$ cat config.mk
export PLATFORM = sky130hd
export DESIGN_NAME = serial_subtractor_flat
export DESIGN_NICKNAME = d
export VERILOG_FILES = /design/src/rtl/serial_subtractor_pkg.sv /design/src/rtl/serial_subtractor_if.sv /design/src/rtl/serial_subtractor_one_bit_sub.sv /design/src/rtl/serial_subtractor.sv /design/src/flat_wrapper.sv
export SDC_FILE = /design/constraint.sdc
export NUM_CORES = 1
export LEC_CHECK = 0
export CORE_ASPECT_RATIO = 1.4
export CORE_MARGIN = 3
export CORE_UTILIZATION = 52
export CTS_CLUSTER_DIAMETER = 150
export DETAILED_ROUTE_END_ITERATION = 7
export HOLD_SLACK_MARGIN = 0.15
export PLACE_DENSITY = 0.87
export SYNTH_ARGS = -nofsm -noshare
export SYNTH_HDL_FRONTEND = slang
export SYNTH_SLANG_ARGS = --single-unit
$ cat constraint.sdc
create_clock -name clk -period 2.17 [get_ports clk]
set_input_delay 0.3255 -clock clk [delete_from_list [all_inputs] [get_ports clk]]
set_output_delay 0.3255 -clock clk [all_outputs]
set_load 0.005 [all_outputs]
$ cat src/rtl/serial_subtractor_pkg.sv
// Shared types and constants for the bit-serial subtractor.
package sub_pkg;

  localparam int DEFAULT_WIDTH = 8;

  typedef enum logic [1:0] {
    IDLE = 2'd0,
    RUN  = 2'd1,
    DONE = 2'd2
  } state_t;

endpackage

$ cat src/rtl/serial_subtractor_if.sv
// Launch/collect handshake bundle between a controller and serial_subtractor.
interface serial_subtractor_if
  import sub_pkg::*;
#(
  parameter int WIDTH = DEFAULT_WIDTH
);

  logic             start;
  logic [WIDTH-1:0] a;
  logic [WIDTH-1:0] b;
  logic             ready;
  logic             done;
  logic [WIDTH-1:0] diff;
  logic             b_out;
  logic             overflow;

  modport master (
    output start, a, b,
    input  ready, done, diff, b_out, overflow
  );

  modport slave (
    input  start, a, b,
    output ready, done, diff, b_out, overflow
  );

endinterface

$ cat src/rtl/serial_subtractor_one_bit_sub.sv
// Combinational one-bit full subtractor: d = x - y - b_in, with borrow out.
module one_bit_sub (
  input  logic x,
  input  logic y,
  input  logic b_in,
  output logic d,
  output logic b_out
);

  assign d     = x ^ y ^ b_in;
  assign b_out = (~x & y) | (~x & b_in) | (y & b_in);

endmodule

$ cat src/rtl/serial_subtractor.sv
// Bit-serial a - b, LSB first, one bit per clock through a single full-subtractor cell.
module serial_subtractor
  import sub_pkg::*;
#(
  parameter int WIDTH = DEFAULT_WIDTH
) (
  input  logic                clk,
  input  logic                rst_n,
  serial_subtractor_if.slave  bus
);

  localparam int CW = (WIDTH > 1) ? $clog2(WIDTH) : 1;
  localparam logic [CW-1:0] LAST_BIT = CW'(WIDTH - 1);

  state_t           r_state;
  logic [WIDTH-1:0] r_a;
  logic [WIDTH-1:0] r_b;
  logic [WIDTH-1:0] r_res;
  logic [CW-1:0]    r_cnt;
  logic             r_borrow;
  logic             r_a_msb;
  logic             r_b_msb;
  logic             r_ready;
  logic             r_done;
  logic [WIDTH-1:0] r_diff;
  logic             r_b_out;
  logic             r_ovf;

  logic             w_d;
  logic             w_bout;
  logic [WIDTH-1:0] w_res_next;

  one_bit_sub u_cell (
    .x    (r_a[0]),
    .y    (r_b[0]),
    .b_in (r_borrow),
    .d    (w_d),
    .b_out(w_bout)
  );

  // Result fills from the top so that after WIDTH shifts bit 0 holds the LSB.
  assign w_res_next = {w_d, r_res[WIDTH-1:1]};

  always_ff @(posedge clk or negedge rst_n) begin
    if (!rst_n) begin
      r_state  <= IDLE;
      r_a      <= '0;
      r_b      <= '0;
      r_res    <= '0;
      r_cnt    <= '0;
      r_borrow <= 1'b0;
      r_a_msb  <= 1'b0;
      r_b_msb  <= 1'b0;
      r_ready  <= 1'b1;
      r_done   <= 1'b0;
      r_diff   <= '0;
      r_b_out  <= 1'b0;
      r_ovf    <= 1'b0;
    end else begin
      case (r_state)
        IDLE: begin
          r_done <= 1'b0;
          if (bus.start) begin
            r_a      <= bus.a;
            r_b      <= bus.b;
            r_res    <= '0;
            r_cnt    <= '0;
            r_borrow <= 1'b0;
            r_a_msb  <= bus.a[WIDTH-1];
            r_b_msb  <= bus.b[WIDTH-1];
            r_ready  <= 1'b0;
            r_state  <= RUN;
          end
        end
        RUN: begin
          r_a      <= {1'b0, r_a[WIDTH-1:1]};
          r_b      <= {1'b0, r_b[WIDTH-1:1]};
          r_res    <= w_res_next;
          r_borrow <= w_bout;
          if (r_cnt == LAST_BIT) begin
            // Outputs load from the final-bit values so they are valid on DONE entry.
            r_diff  <= w_res_next;
            r_b_out <= w_bout;
            r_ovf   <= (r_a_msb ^ r_b_msb) & (w_d ^ r_a_msb);
            r_done  <= 1'b1;
            r_state <= DONE;
          end else begin
            r_cnt <= r_cnt + CW'(1);
          end
        end
        DONE: begin
          r_done  <= 1'b0;
          r_ready <= 1'b1;
          r_state <= IDLE;
        end
        default: begin
          r_done  <= 1'b0;
          r_ready <= 1'b1;
          r_state <= IDLE;
        end
      endcase
    end
  end

  assign bus.ready    = r_ready;
  assign bus.done     = r_done;
  assign bus.diff     = r_diff;
  assign bus.b_out    = r_b_out;
  assign bus.overflow = r_ovf;

endmodule

$ cat src/flat_wrapper.sv
// flat-port wrapper written by rule: the top's interface ports become plain ports
module serial_subtractor_flat import sub_pkg::*;
#(
  parameter int WIDTH = DEFAULT_WIDTH
)
  (clk, rst_n, bus_start, bus_a, bus_b, bus_ready, bus_done, bus_diff, bus_b_out, bus_overflow);
  serial_subtractor_if #(.WIDTH(WIDTH)) bus_i ();
  input  logic clk;
  input  logic rst_n;
  input wire logic [$bits(bus_i.start)-1:0] bus_start;
  input wire logic [$bits(bus_i.a)-1:0] bus_a;
  input wire logic [$bits(bus_i.b)-1:0] bus_b;
  output wire logic [$bits(bus_i.ready)-1:0] bus_ready;
  output wire logic [$bits(bus_i.done)-1:0] bus_done;
  output wire logic [$bits(bus_i.diff)-1:0] bus_diff;
  output wire logic [$bits(bus_i.b_out)-1:0] bus_b_out;
  output wire logic [$bits(bus_i.overflow)-1:0] bus_overflow;
  assign bus_i.start = bus_start;
  assign bus_i.a = bus_a;
  assign bus_i.b = bus_b;
  assign bus_ready = bus_i.ready;
  assign bus_done = bus_i.done;
  assign bus_diff = bus_i.diff;
  assign bus_b_out = bus_i.b_out;
  assign bus_overflow = bus_i.overflow;
  serial_subtractor #(.WIDTH(WIDTH)) u_core (.clk(clk), .rst_n(rst_n), .bus(bus_i));
endmodule
==> results of run 1 <==
==> worst max-delay path: stages, from the launching register on <==
cell and delay (ns):
dfrtp_1 0.38, ha_1 0.16, ha_1 0.28, nand3b_2 0.36, mux2_1 0.45
==> cells by family after synthesis <==
| family | after synthesis |
|---|---|
| compound gates | 51 |
| fa+ha+maj | 3 |
| buf+inv | 15 |
| flops | 43 |
| mux | 11 |
| simple gates | 44 |
==> cell type report <==
type,count,area [um^2],share of cell area (%)
clock buffers,8,80.08,3.443
repair buffers,35,335.3,14.42
well taps,40,50.05,2.152
flip-flops and latches,43,1077,46.32
multi-input cells,109,768.2,33.03
inverters,4,15.01,0.6455
==> routing by layer <==
metal	wire (um)	GRT usage (%)	part of all wire [%]
met1	1509	22.04	43
met5	0	0	0
met4	34	4.176	0.98
met3	180	4.825	5.2
met2	1763	28.17	51
==> state kept, by name (all words and copies together), names as in the netlist <==
name,flops
u_core.bus.diff,8
u_core.r_a,8
u_core.r_b,8
u_core.r_res,7
u_core.r_cnt,3
u_core.r_state,2
u_core.bus.b_out,1
u_core.bus.done,1
u_core.bus.overflow,1
u_core.bus.ready,1
u_core.r_a_msb,1
u_core.r_b_msb,1
u_core.r_borrow,1
==> report_power, final <==
part,switching [mW],total (mW),internal (mW)
sequential,0.240,1.38,1.14
combinational,0.471,1.14,0.665
clock,0.252,0.480,0.229
total,0.962,3.00,2.03
==> stage by stage <==
step                instances  hold slack [ns]  instance area (um^2)  setup slack (ns)
global placement          230           0.2986                  2236            0.4542
finish                    239           0.4865                  2326            0.4165
CTS                       239           0.4914                  2326            0.4059
detailed placement        230           0.3071                  2236            0.4021
global route              239           0.5053                  2326            0.3139
floorplan                 167          0.02991                  1924            0.6405
==> worst paths after layout <==
path,slack (ns),startpoint,depth (start not counted),to
max,0.42,u_core.r_cnt[0],4,u_core.bus.diff[3]
min,0.49,u_core.bus.overflow,2,u_core.bus.overflow
max reg2reg,0.42,u_core.r_cnt[0],4,u_core.bus.diff[3]
min reg2reg,0.49,u_core.bus.overflow,2,u_core.bus.overflow
max in group asynchronous,0.94,rst_n,3,u_core.bus.ready
min in group asynchronous,0.51,rst_n,2,u_core.r_state[1]
==> cells in the mapped netlist <==
library cell  number  share of area (%)
a21o_1             1               0.39
a21oi_1           15                3.9
a22o_1            12                5.5
a22oi_1            3                1.2
and2b_1            2               0.78
and3b_1           11                5.0
buf_2              6                1.6
buf_4              2               0.78
buf_6              1               0.59
clkbuf_1           2               0.39
dfrtp_1           42                 55
dfstp_2            1                1.4
fa_1               1                1.0
ha_1               2                1.3
inv_1              2               0.39
inv_2              2               0.39
mux2_1             5                2.9
mux2_2             1               0.59
mux2_4             5                3.9
nand2_1           19                3.7
nand2b_1           2               0.65
nand3b_2           1               0.59
nor2_1             3               0.59
nor2b_1            5                1.6
nor3b_1            1               0.39
o21ai_1           19                4.9
o21bai_4           1               0.98
==> metrics.md, run 1 <==
| Metric | Value |
|---|---|
| Avg Cell Area, Syn | `11.52 um^2` |
| Tmin final | `1.754 ns` |
| Final ANT Viol Nets | `0` |
| Combinational family with the most area after synthesis | `compound AO/OA/AOI/OAI gates` |
| Count of H-tree levels built during CTS | `2` |
| Endpoint class of the critical path | `register` |
| Transition time of the tightest slew-check pin | `0.5703 ns` |
| Leakage component of the power | `1.098 nW` |
| Unrepaired setup endpoints after global routing | `no` |
| Floorplan die width | `57.42 um` |
| Count of hold-fix buffers inserted at cts | `1` |
| Outcome | `complete, no violations` |
| Antenna fix cells | `0` |
| Max rail drop VDD | `0.8850 mV` |
| Total Wirelength | `3.487 mm` |
| Crit share post-route | `80.81%` |
| Fraction of final layout cells sized beyond drive strength 1 | `10.55%` |
| Synth Net Count | `189` |
| Total count of max-transition violations in the final report | `0` |
| Layout overhead on the synthesized area | `20.87%` |
| DRC | `0` |
| Sum of internal, switching and leakage power | `2.996 mW` |
| Num Clock Sinks | `43` |
| Chip Height | `77.98 um` |
| Worst rel slew slack | `61.88%` |
| Fill cell total of the finished layout | `271` |
| Synth Area in Adders | `2.341%` |
| Number of nets in the final layout | `220` |
| Xor and xnor area share after synthesis | `0%` |
| CP arrival | `1.92 ns` |
| Clock root buffer | `clkbuf_8` |
| Final core utilization | `66.99%` |
| Starting utilization of the core area | `55.42%` |
| Mux contribution to synthesized area | `7.412%` |
| Highest Clock Rate | `570.3 MHz` |
| Total negative slack for setup checks | `0 ns` |
| PortBufs | `30` |
| Count of TritonRoute iterations in the first routing pass | `4` |
| Portion of the post-synthesis area used by sequential elements | `55.98%` |
| Count of unique library cells instantiated by Yosys | `27` |
| Critical path start-end classification | `register to register` |
| Largest net degree at the start of global routing | `26` |
| CTS Buffer Depth | `2` |
| Post-cts repair resize count | `0` |
| Via density | `5.452` |
| Data required time at the worst endpoint | `2.34 ns` |
| Total Die Area | `4477 um^2` |
| Post-synthesis simple-gate area fraction | `13.33%` |
| Synth warn | `0` |
| Post-Synthesis Cells | `167` |
| Overall overflow remaining after global route | `0` |
| Number of max-cap violations | `0` |
| Core ar. | `3472 um^2` |
| Post-CTS clock slew at the launch and capture registers of the worst setup and hold paths | `0.08 ns` |
| Most common cell after layout, fill and taps aside | `dfrtp_1` |
| Worst hold path class | `register to register` |
| Clock tree from TritonCTS | `built` |
| Number of design-rule violations left by the first detailed-router iteration | `22` |
| Weighted congestion at the end of routability-driven global placement | `0.7808` |
| Ratio of total power to cell area | `1288 nW/um^2` |
| Finish-stage setup viols | `0` |
| TritonCTS buffer count | `5` |
| Most used cells in the layout excluding fill and tap cells | `42 x dfrtp_1, 29 x clkdlybuf4s50_1, 19 x nand2_1, 19 x o21ai_1, 15 x a21oi_1` |
| Worst Setup Start Kind | `register` |
| Final hold violation count | `0` |
| Highest fanout seen on the critical path | `13` |
| Number of synthesized register bits | `43` |
| Source-to-sink clock delay at the later pin of the worst-skew pair | `0.29 ns` |
| Synth Area in Compound Gates | `16.84%` |
| Detail Placement HPWL | `2.513 mm` |
| Clock skew after layout | `0.005536 ns` |
| I/O pins | `31` |
| Total via count after detailed routing | `1303` |
| Wire length of the first global-routing pass | `6.127 mm` |
| Number of standard-cell rows in the floorplan | `25` |
| Wirelength per Cell | `14.59 um` |
| Cell Area, Synth | `1924 um^2` |
| Post-CTS setup buffer count | `0` |
| Via count of the first global-routing pass | `1324` |
| GRT Overall Usage | `17.12%` |
| Antenna violations before repair | `0` |
(Power assumes the default switching activity.)
==> run 2: changes to the inputs <==
clock period = 1.7 ns   (was 2.17 ns; I/O delays follow)
==> metrics.md, run 2 (synthesized netlist as in run 1, its figures left out) <==
| Metric | Value |
|---|---|
| Critical path start-end classification | `register to output pin` |
| Worst rel slew slack | `78.59%` |
| Final hold violation count | `0` |
| Worst hold path class | `primary input to async pin` |
| Transition time of the tightest slew-check pin | `0.3211 ns` |
| Source-to-sink clock delay at the later pin of the worst-skew pair | `0.30 ns` |
| DRC | `0` |
| Antenna violations before repair | `0` |
| Tmin final | `1.573 ns` |
| Final ANT Viol Nets | `0` |
| Total via count after detailed routing | `1398` |
| I/O pins | `31` |
| Wire length of the first global-routing pass | `6.900 mm` |
| Cell family with the largest share of critical-path delay | `flip-flops` |
| Crit share post-route | `92.55%` |
| Highest fanout seen on the critical path | `2` |
| Endpoint class of the critical path | `output pin` |
| Total negative slack for setup checks | `0 ns` |
| Setup WS pre-CTS | `0.08009 ns` |
| Via count of the first global-routing pass | `1539` |
| Largest stage delay, worst path | `0.53 ns` |
| Total count of max-transition violations in the final report | `0` |
| Chip Height | `77.98 um` |
| Worst Setup Start Kind | `register` |
| Most common cell after layout, fill and taps aside | `dfrtp_1` |
| Weighted congestion at the end of routability-driven global placement | `0.7449` |
| CP arrival | `1.32 ns` |
| CTS Buffer Depth | `2` |
| Unrepaired setup endpoints after global routing | `no` |
| Total Die Area | `4477 um^2` |
| Post-CTS setup buffer count | `0` |
| Clock root buffer | `clkbuf_8` |
| Num Clock Sinks | `43` |
| Count of H-tree levels built during CTS | `2` |
| Cell with the largest stage delay on the worst path | `dfstp_2` |
| Total Wirelength | `3.870 mm` |
| TritonCTS buffer count | `5` |
| Layout overhead on the synthesized area | `27.18%` |
| Clock tree from TritonCTS | `built` |
| Max rail drop VDD | `1.017 mV` |
| Register area | `1077 um^2` |
| Detail Placement HPWL | `2.837 mm` |
| Fraction of final layout cells sized beyond drive strength 1 | `14.98%` |
| Post-CTS clock slew at the launch and capture registers of the worst setup and hold paths | `0.08 ns` |
| Floorplan die width | `57.42 um` |
| Number of standard-cell rows in the floorplan | `25` |
| Starting utilization of the core area | `55.42%` |
| Post-placement cell count | `238` |
| Critical path buffers and inverters | `1` |
| Sum of internal, switching and leakage power | `4.257 mW` |
| Ratio of total power to cell area | `1740 nW/um^2` |
| Leakage component of the power | `1.175 nW` |
| Ordered list of cells on the worst path | `clkdlybuf4s50_1` |
| Count of TritonRoute iterations in the first routing pass | `4` |
| Largest net degree at the start of global routing | `18` |
| Core ar. | `3472 um^2` |
| Number of nets in the final layout | `228` |
| Number of max-cap violations | `0` |
| Highest Clock Rate | `635.6 MHz` |
| Most used cells in the layout excluding fill and tap cells | `42 x dfrtp_1, 29 x clkdlybuf4s50_1, 19 x nand2_1, 19 x o21ai_1, 15 x a21oi_1` |
| Multi-input combinational cell area | `777.0 um^2` |
| Finish-stage setup viols | `0` |
| Antenna fix cells | `0` |
| Final cell count without fillers | `247` |
| Fill cell total of the finished layout | `257` |
| Data required time at the worst endpoint | `1.44 ns` |
| GRT Overall Usage | `19.81%` |
| Overall overflow remaining after global route | `0` |
| Clock skew after layout | `0.007972 ns` |
| Number of design-rule violations left by the first detailed-router iteration | `28` |
| Outcome | `complete, no violations` |
| Via density | `5.660` |
| Minimum setup slack in the final design | `0.1267 ns` |
| PortBufs | `30` |
| Hold WS | `0.3719 ns` |
| Wirelength per Cell | `15.67 um` |
run 2: changes by cell type in the layout (fill, tap and decap cells not counted):
cell / previous run / this run
buf_4: 4 / 12
bufinv_16: 0 / 2
clkbuf_1: 3 / 1
nand3b_2: 1 / 0
nand3b_4: 0 / 1
run 2: report_power, final:
part / total (mW) / switching [mW] / internal, mW / leakage (nW)
registers: 1.75 / 0.295 / 1.46 / 0.546
logic: 1.57 / 0.654 / 0.912 / 0.564
clock network: 0.942 / 0.354 / 0.587 / 0.0654
total: 4.26 / 1.30 / 2.95 / 1.18
run 2: area by class of cell:
| class | instances | share of cell area [%] |
|---|---|---|
| clock inverters | 2 | 2.454 |
| well taps | 40 | 2.045 |
| repair buffers | 43 | 16.16 |
| flip-flops and latches | 43 | 44.02 |
| inverters | 4 | 0.6135 |
| clock buffers | 6 | 2.965 |
| multi-input cells | 109 | 31.75 |
run 2: timing repair:
action,CTS,global route
hold buffers,1,0
endpoints found under the setup margin,0,3
gates resized for setup,0,1
endpoints found under the hold margin,13,0
run 2: final timing paths:
kind	start	endpoint	slack [ns]	depth (start not counted)
setup / recovery	u_core.bus.ready	bus_ready	0.13	1
hold / removal	rst_n	u_core.bus.diff[7]	0.37	2
setup reg to reg	u_core.r_cnt[0]	u_core.r_cnt[0]	0.14	5
hold reg to reg	u_core.r_b[3]	u_core.r_b[3]	0.49	2
max in group asynchronous	rst_n	u_core.bus.ready	0.71	3
min in group clk	u_core.r_b[3]	u_core.r_b[3]	0.49	2
run 2: routing by layer:
layer  track usage [%]  routed length [um]  share of wire, %  vias to the layer above
li1                  -                   -                 -                      661
met5                 0                   0                 0                        -
met2             34.62                2098                54                       35
met4             8.121                  55               1.4                        0
met3             4.659                 156               4.0                        6
met1             22.62                1561                40                      696
run 2: per-stage QoR:
stage | cell area [um^2] | util, %
after detailed placement | 2296 | 66.13
final | 2447 | 70.49
after CTS | 2439 | 70.23
after global placement | 2296 | 66.13
after floorplan | 1924 | -
after global routing | 2447 | 70.49
